$ cat src/rtl/boot_pkg.sv
// Shared types and frame constants for the UART boot loader.
// Imported by the frame FSM and the UART receiver.
package boot_pkg;

  localparam logic [7:0] SYNC_DEF = 8'hA5;
  localparam int LEN_W = 16;
  localparam int BYTES_PER_WORD = 4;

  typedef enum logic [2:0] {
    S_SYNC,
    S_LEN0,
    S_LEN1,
    S_DATA,
    S_CSUM,
    S_DONE,
    S_ERR
  } state_e;

  typedef enum logic [1:0] {
    R_IDLE,
    R_START,
    R_DATA,
    R_STOP
  } rx_state_e;

endpackage

$ cat src/rtl/uart_rx.sv
// 8N1 UART receiver with 2-flop synchroniser and mid-bit sampling.
// Emits a one-cycle rx_valid per byte, or rx_ferr on a low stop bit.
module uart_rx
  import boot_pkg::*;
#(
  parameter int CLKS_PER_BIT = 16
) (
  input  logic       clk,
  input  logic       reset,
  input  logic       rx,
  output logic [7:0] rx_byte,
  output logic       rx_valid,
  output logic       rx_ferr
);

  localparam int CW = $clog2(CLKS_PER_BIT);
  localparam logic [CW-1:0] FULL = CW'(CLKS_PER_BIT - 1);
  localparam logic [CW-1:0] HALF = CW'(CLKS_PER_BIT / 2 - 1);

  rx_state_e st, st_n;
  logic [CW-1:0] cnt, cnt_n;
  logic [2:0] bit_idx, bit_n;
  logic [7:0] sh, sh_n;
  logic s1, s2, s3;
  logic v_n, f_n;
  logic fall;

  assign fall = s3 & ~s2;
  assign rx_byte = sh;

  always_ff @(posedge clk or negedge reset) begin
    if (!reset) begin
      s1 <= 1'b1;
      s2 <= 1'b1;
      s3 <= 1'b1;
      st <= R_IDLE;
      cnt <= '0;
      bit_idx <= '0;
      sh <= '0;
      rx_valid <= 1'b0;
      rx_ferr <= 1'b0;
    end else begin
      s1 <= rx;
      s2 <= s1;
      s3 <= s2;
      st <= st_n;
      cnt <= cnt_n;
      bit_idx <= bit_n;
      sh <= sh_n;
      rx_valid <= v_n;
      rx_ferr <= f_n;
    end
  end

  always_comb begin
    st_n = st;
    cnt_n = cnt + CW'(1);
    bit_n = bit_idx;
    sh_n = sh;
    v_n = 1'b0;
    f_n = 1'b0;
    unique case (st)
      R_IDLE: begin
        cnt_n = '0;
        if (fall) st_n = R_START;
      end
      R_START: begin
        // a start bit that is high again at mid-bit was a glitch
        if (cnt == HALF) begin
          cnt_n = '0;
          bit_n = '0;
          st_n = s2 ? R_IDLE : R_DATA;
        end
      end
      R_DATA: begin
        if (cnt == FULL) begin
          cnt_n = '0;
          sh_n = {s2, sh[7:1]};
          bit_n = bit_idx + 3'd1;
          if (bit_idx == 3'd7) st_n = R_STOP;
        end
      end
      R_STOP: begin
        if (cnt == FULL) begin
          cnt_n = '0;
          st_n = R_IDLE;
          v_n = s2;
          f_n = ~s2;
        end
      end
      default: st_n = R_IDLE;
    endcase
  end

endmodule

$ cat src/rtl/uart_boot_loader.sv
// Loads a checksummed program image from UART into instruction RAM.
// Keeps the core held in reset until a valid image has been written.
module uart_boot_loader
  import boot_pkg::*;
#(
  parameter int CLK_HZ = 50_000_000,
  parameter int BAUD = 115_200,
  parameter int ADDR_W = 12,
  parameter logic [7:0] SYNC_BYTE = SYNC_DEF
) (
  input  logic              clk,
  input  logic              reset,
  input  logic              uart_rx,
  output logic              mem_we,
  output logic [ADDR_W-1:0] mem_addr,
  output logic [31:0]       mem_wdata,
  output logic              core_hold,
  output logic              done,
  output logic              err
);

  localparam int CPB = CLK_HZ / BAUD;
  localparam logic [LEN_W:0] MAX_WORDS = (LEN_W + 1)'(2 ** ADDR_W);

  logic [7:0] b;
  logic rx_valid, rx_ferr;

  uart_rx #(.CLKS_PER_BIT(CPB)) u_rx (
    .clk(clk),
    .reset(reset),
    .rx(uart_rx),
    .rx_byte(b),
    .rx_valid(rx_valid),
    .rx_ferr(rx_ferr)
  );

  state_e state, state_n;
  logic [LEN_W-1:0] len, len_n;
  logic [LEN_W-1:0] word_cnt, cnt_n;
  logic [7:0] sum, sum_n;
  logic [1:0] byte_idx, idx_n;
  logic [23:0] word, word_n;
  logic we_n, err_n, done_n;
  logic [ADDR_W-1:0] addr_n;
  logic [31:0] wdata_n;

  always_ff @(posedge clk or negedge reset) begin
    if (!reset) begin
      state <= S_SYNC;
      len <= '0;
      word_cnt <= '0;
      sum <= '0;
      byte_idx <= '0;
      word <= '0;
      mem_we <= 1'b0;
      mem_addr <= '0;
      mem_wdata <= '0;
      err <= 1'b0;
      done <= 1'b0;
      core_hold <= 1'b1;
    end else begin
      state <= state_n;
      len <= len_n;
      word_cnt <= cnt_n;
      sum <= sum_n;
      byte_idx <= idx_n;
      word <= word_n;
      mem_we <= we_n;
      mem_addr <= addr_n;
      mem_wdata <= wdata_n;
      err <= err_n;
      done <= done_n;
      // release trails done by one cycle
      core_hold <= ~done;
    end
  end

  always_comb begin
    state_n = state;
    len_n = len;
    cnt_n = word_cnt;
    sum_n = sum;
    idx_n = byte_idx;
    word_n = word;
    we_n = 1'b0;
    addr_n = mem_addr;
    wdata_n = mem_wdata;
    err_n = err;
    done_n = done;
    if (rx_ferr && state != S_SYNC && state != S_DONE) begin
      state_n = S_ERR;
      err_n = 1'b1;
    end else if (rx_valid) begin
      unique case (state)
        S_SYNC, S_ERR: begin
          if (b == SYNC_BYTE) begin
            state_n = S_LEN0;
            err_n = 1'b0;
            sum_n = '0;
          end
        end
        S_LEN0: begin
          len_n[7:0] = b;
          sum_n = sum + b;
          state_n = S_LEN1;
        end
        S_LEN1: begin
          len_n[15:8] = b;
          sum_n = sum + b;
          idx_n = '0;
          cnt_n = '0;
          if ({1'b0, b, len[7:0]} > MAX_WORDS) begin
            state_n = S_ERR;
            err_n = 1'b1;
          end else if ({b, len[7:0]} == 16'd0) begin
            state_n = S_CSUM;
          end else begin
            state_n = S_DATA;
          end
        end
        S_DATA: begin
          sum_n = sum + b;
          idx_n = byte_idx + 2'd1;
          unique case (byte_idx)
            2'd0: word_n[7:0] = b;
            2'd1: word_n[15:8] = b;
            2'd2: word_n[23:16] = b;
            2'd3: begin
              we_n = 1'b1;
              addr_n = word_cnt[ADDR_W-1:0];
              wdata_n = {b, word};
              cnt_n = word_cnt + 16'd1;
              if (cnt_n == len) state_n = S_CSUM;
            end
            default: ;
          endcase
        end
        S_CSUM: begin
          if (b == sum) begin
            state_n = S_DONE;
            done_n = 1'b1;
          end else begin
            state_n = S_ERR;
            err_n = 1'b1;
          end
        end
        default: ;
      endcase
    end
  end

endmodule

$ cat config.mk
export PLATFORM = sky130hd
export DESIGN_NAME = uart_boot_loader
export DESIGN_NICKNAME = d
export VERILOG_FILES = /design/src/rtl/boot_pkg.sv /design/src/rtl/uart_rx.sv /design/src/rtl/uart_boot_loader.sv
export SDC_FILE = /design/constraint.sdc
export NUM_CORES = 1
export LEC_CHECK = 0
export CAP_MARGIN = 10
export CORE_AREA = 5 5 139 141
export CTS_CLUSTER_SIZE = 14
export DETAILED_ROUTE_END_ITERATION = 10
export DIE_AREA = 0 0 144 146
export DONT_BUFFER_PORTS = 1
export PLACE_DENSITY = 0.57
export RECOVER_POWER = 100
export SLEW_MARGIN = 30
export SYNTH_ARGS = -nofsm -noshare
export SYNTH_HDL_FRONTEND = slang
export SYNTH_HIERARCHICAL = 1
export SYNTH_SLANG_ARGS = --single-unit
$ cat constraint.sdc
create_clock -name clk -period 2.4 [get_ports clk]
set_input_delay 0.48 -clock clk [delete_from_list [all_inputs] [get_ports clk]]
set_output_delay 0.48 -clock clk [all_outputs]
set_load 0.005 [all_outputs]
==> impl_metrics.ini <==
[run_status]
status = finished with violations
violations = hold timing

[routing]
wl_met3_um = 726
wl_per_cell_um = 17.2
top_layer = met4
drc = 0
m1WireLength_mm = 7.66
drt_iter0_markers = 332
wl_mm = 17.0
dr.pass1.iters = 6
detail-route-antenna-nets = 0
wl_met2_mm = 8.25
num_vias = 5399
vias_per_cell = 5.47

[clock_network]
clock_path_buffers = 2
cts_setup_buffers = 0
cts_tree = yes
clk_pin_slew_ns = 0.06
htreeDepth = 4
cts-root-buf = clkbuf_16
cts_made_buffers = 17
cts_sinks = 144
clk_latency_ns = 0.43

[sta]
slew-limit-headroom = 0.556
worst_pin_slew_ns = 0.666
fin_skew_ns = 0.0125
final_hold_viol_count = 140
worst_slack_ns = 0.138
fin_crit_sh = 0.943
finalSetupViolCount = 0
fmax_mhz = 442
drv_slew = 0
whs_ns = -0.249
fin_crit_ns = 2.26

[critical_path]
worstPathArrival_ns = 2.58
end_kind = register
critPathRequiredTime_ns = 2.72
max_stage_delay_ns = 0.53
criticalPathCategory = register to register
startpoint_type = register
path_cells = ha_4 > and3_1 > nand3_1 > xnor2_1 > or4_4 > nor4_4 > o2111ai_2 > o21a_1
slowest_stage = or4_4
crit_fanout = 3

[power_and_ir_drop]
irDropWorstVdd_v = 0.000684
p_int_uw = 4240
total_leakage_power_uw = 0.00397
netSwitchingPower_uw = 1200
pwr-share-comb = 0.026
swShare = 0.220
power_frac_seq = 0.470
power.share.clock = 0.504
report.power.total_uw = 5440
p_per_area_nw_per_um2 = 664

[floorplan]
dieArea_um2 = 21000
core_area_um2 = 17800
die_w_um = 144
core.rowCount = 49
die_h_um = 146
pin_count = 51
start_util = 0.395

[yosys]
ys_seq_area_frac = 0.512
async_flop_share = 1.00
synth.top_cell.area_share = 0.497
synth_edf_count = 0
synth_area_um2 = 7050
syn_inst = 711
syn_nets = 732
ys_top_cells_by_area = dfrtp_1, nand2_1, mux2_2
ys_ff_latch = 144
yosys_warnings = 6
syn_avg_cell_area_um2 = 9.91
synthFlopType = dfrtp_1
synth_cell_type_count = 75
synth.largest_area_cell = dfrtp_1

[global_route]
grt_pass1_vias = 5472
grt_util_all_layers = 0.169
grt_pass1_wl_mm = 28.3
antenna_found_initial = 0
grt_max_degree = 145
gr-total-overflow = 0

[cells_and_area]
n_antenna_cell = 0
final_common_cell = nand2_1
final_nets = 766
layout_common_cells = nand2_1, dfrtp_1, o21ai_0
drive_gt1_frac = 0.194
utilization = 0.459
final_area_um2 = 8200
area_growth_pct = 16.3

[worst_hold_path]
hp-class = input port to asynchronous set/reset pin

[flow_run]
maxCapViolations = 0

[placement]
place.gp.congestion = 0.860
dpl-instance-area_um2 = 7550
pre_cts_slack_ns = 0.0218
hpwl_mm = 11.6
place.port_buffers = 0
## synthesized netlist by cell type (12+ instances only)
master	number
a21oi_1	26
buf_2	13
clkbuf_1	16
dfrtp_1	140
ha_1	17
inv_1	18
mux2_2	43
nand2_1	173
nand3_1	16
nor2_1	29
o21ai_0	50
o31ai_1	12
xnor2_1	18
## through the flow
step / std cells / setup TNS, ns
after floorplan: 711 / 0
after global placement: 955 / 0
after detailed placement: 955 / 0
after CTS: 987 / 0
after global routing: 987 / -0.00796
final: 987 / 0
## final timing paths
path / start / to / slack, ns / depth (start not counted)
setup / recovery: word_cnt[0]$_DFFE_PN0P_ / state[1]$_DFFE_PN0P_ / 0.14 / 8
hold / removal: reset / u_rx/rx_byte[1]$_DFFE_PN0P_ / -0.25 / 0
setup reg to reg: word_cnt[0]$_DFFE_PN0P_ / state[1]$_DFFE_PN0P_ / 0.14 / 8
hold reg to reg: u_rx/s1$_DFF_PN1_ / u_rx/s2$_DFF_PN1_ / 0.36 / 0
max in group asynchronous: reset / core_hold$_DFF_PN1_ / 2.37 / 0
min in group clk: uart_rx / u_rx/s1$_DFF_PN1_ / 0.05 / 0
## layout make-up
cell class                 count  area (um2)
tap                          229         287
sequential                   144        3610
timing repair buffer          49         360
inverter                      21        78.8
clock inverter                12         158
clock buffer                  20         457
fill                        1688        9650
multi-input combinational    512        3250
## power groups by stage
stage / Sequential [uW] / Clock, uW / Combinational (uW)
CTS: 2550 / 2810 / 145
detailed placement: 2600 / 0 / 144
global route: 2560 / 2930 / 163
finish: 2560 / 2740 / 142
global placement: 2590 / 0 / 136
floorplan: 2570 / 0 / 148
## per-layer routing
metal,up-vias,track usage
li1,2550,-
met2,141,0.269
met5,-,0
met4,0,0.0617
met1,2685,0.226
met3,23,0.0391
## registers in the layout (all words and copies together) (netlist names), 8 cells and up, named ones only
signal and cells:
u_rx/cnt 9, mem_addr 12, len 16, word_cnt 16, word 24, u_rx/rx_byte 8, sum 8, mem_wdata 32
## repair_timing
item	4_1_cts	5_1_grt
endpoints found under the setup margin	0	7
hold endpoints to repair	144	144
gates resized for setup	0	10
## worst max-delay path, delay by kind of cell (launching register included)
kind	cells	cell delay, ns
compound gates	2	0.40
simple gates	4	1.06
fa+ha+maj	1	0.16
flops	1	0.39
xor+xnor	1	0.16
## logic make-up after synthesis
logic type	share of synthesized area
adders and majority gates	0.0330
muxes	0.0749
DFF	0.512
and+or+nand+nor	0.199
xor gates and xnor gates	0.0348
AOI/OAI and AO/OA	0.113
buffers and inverters	0.0336
No activity file was read; power rests on OpenSTA's default activity.
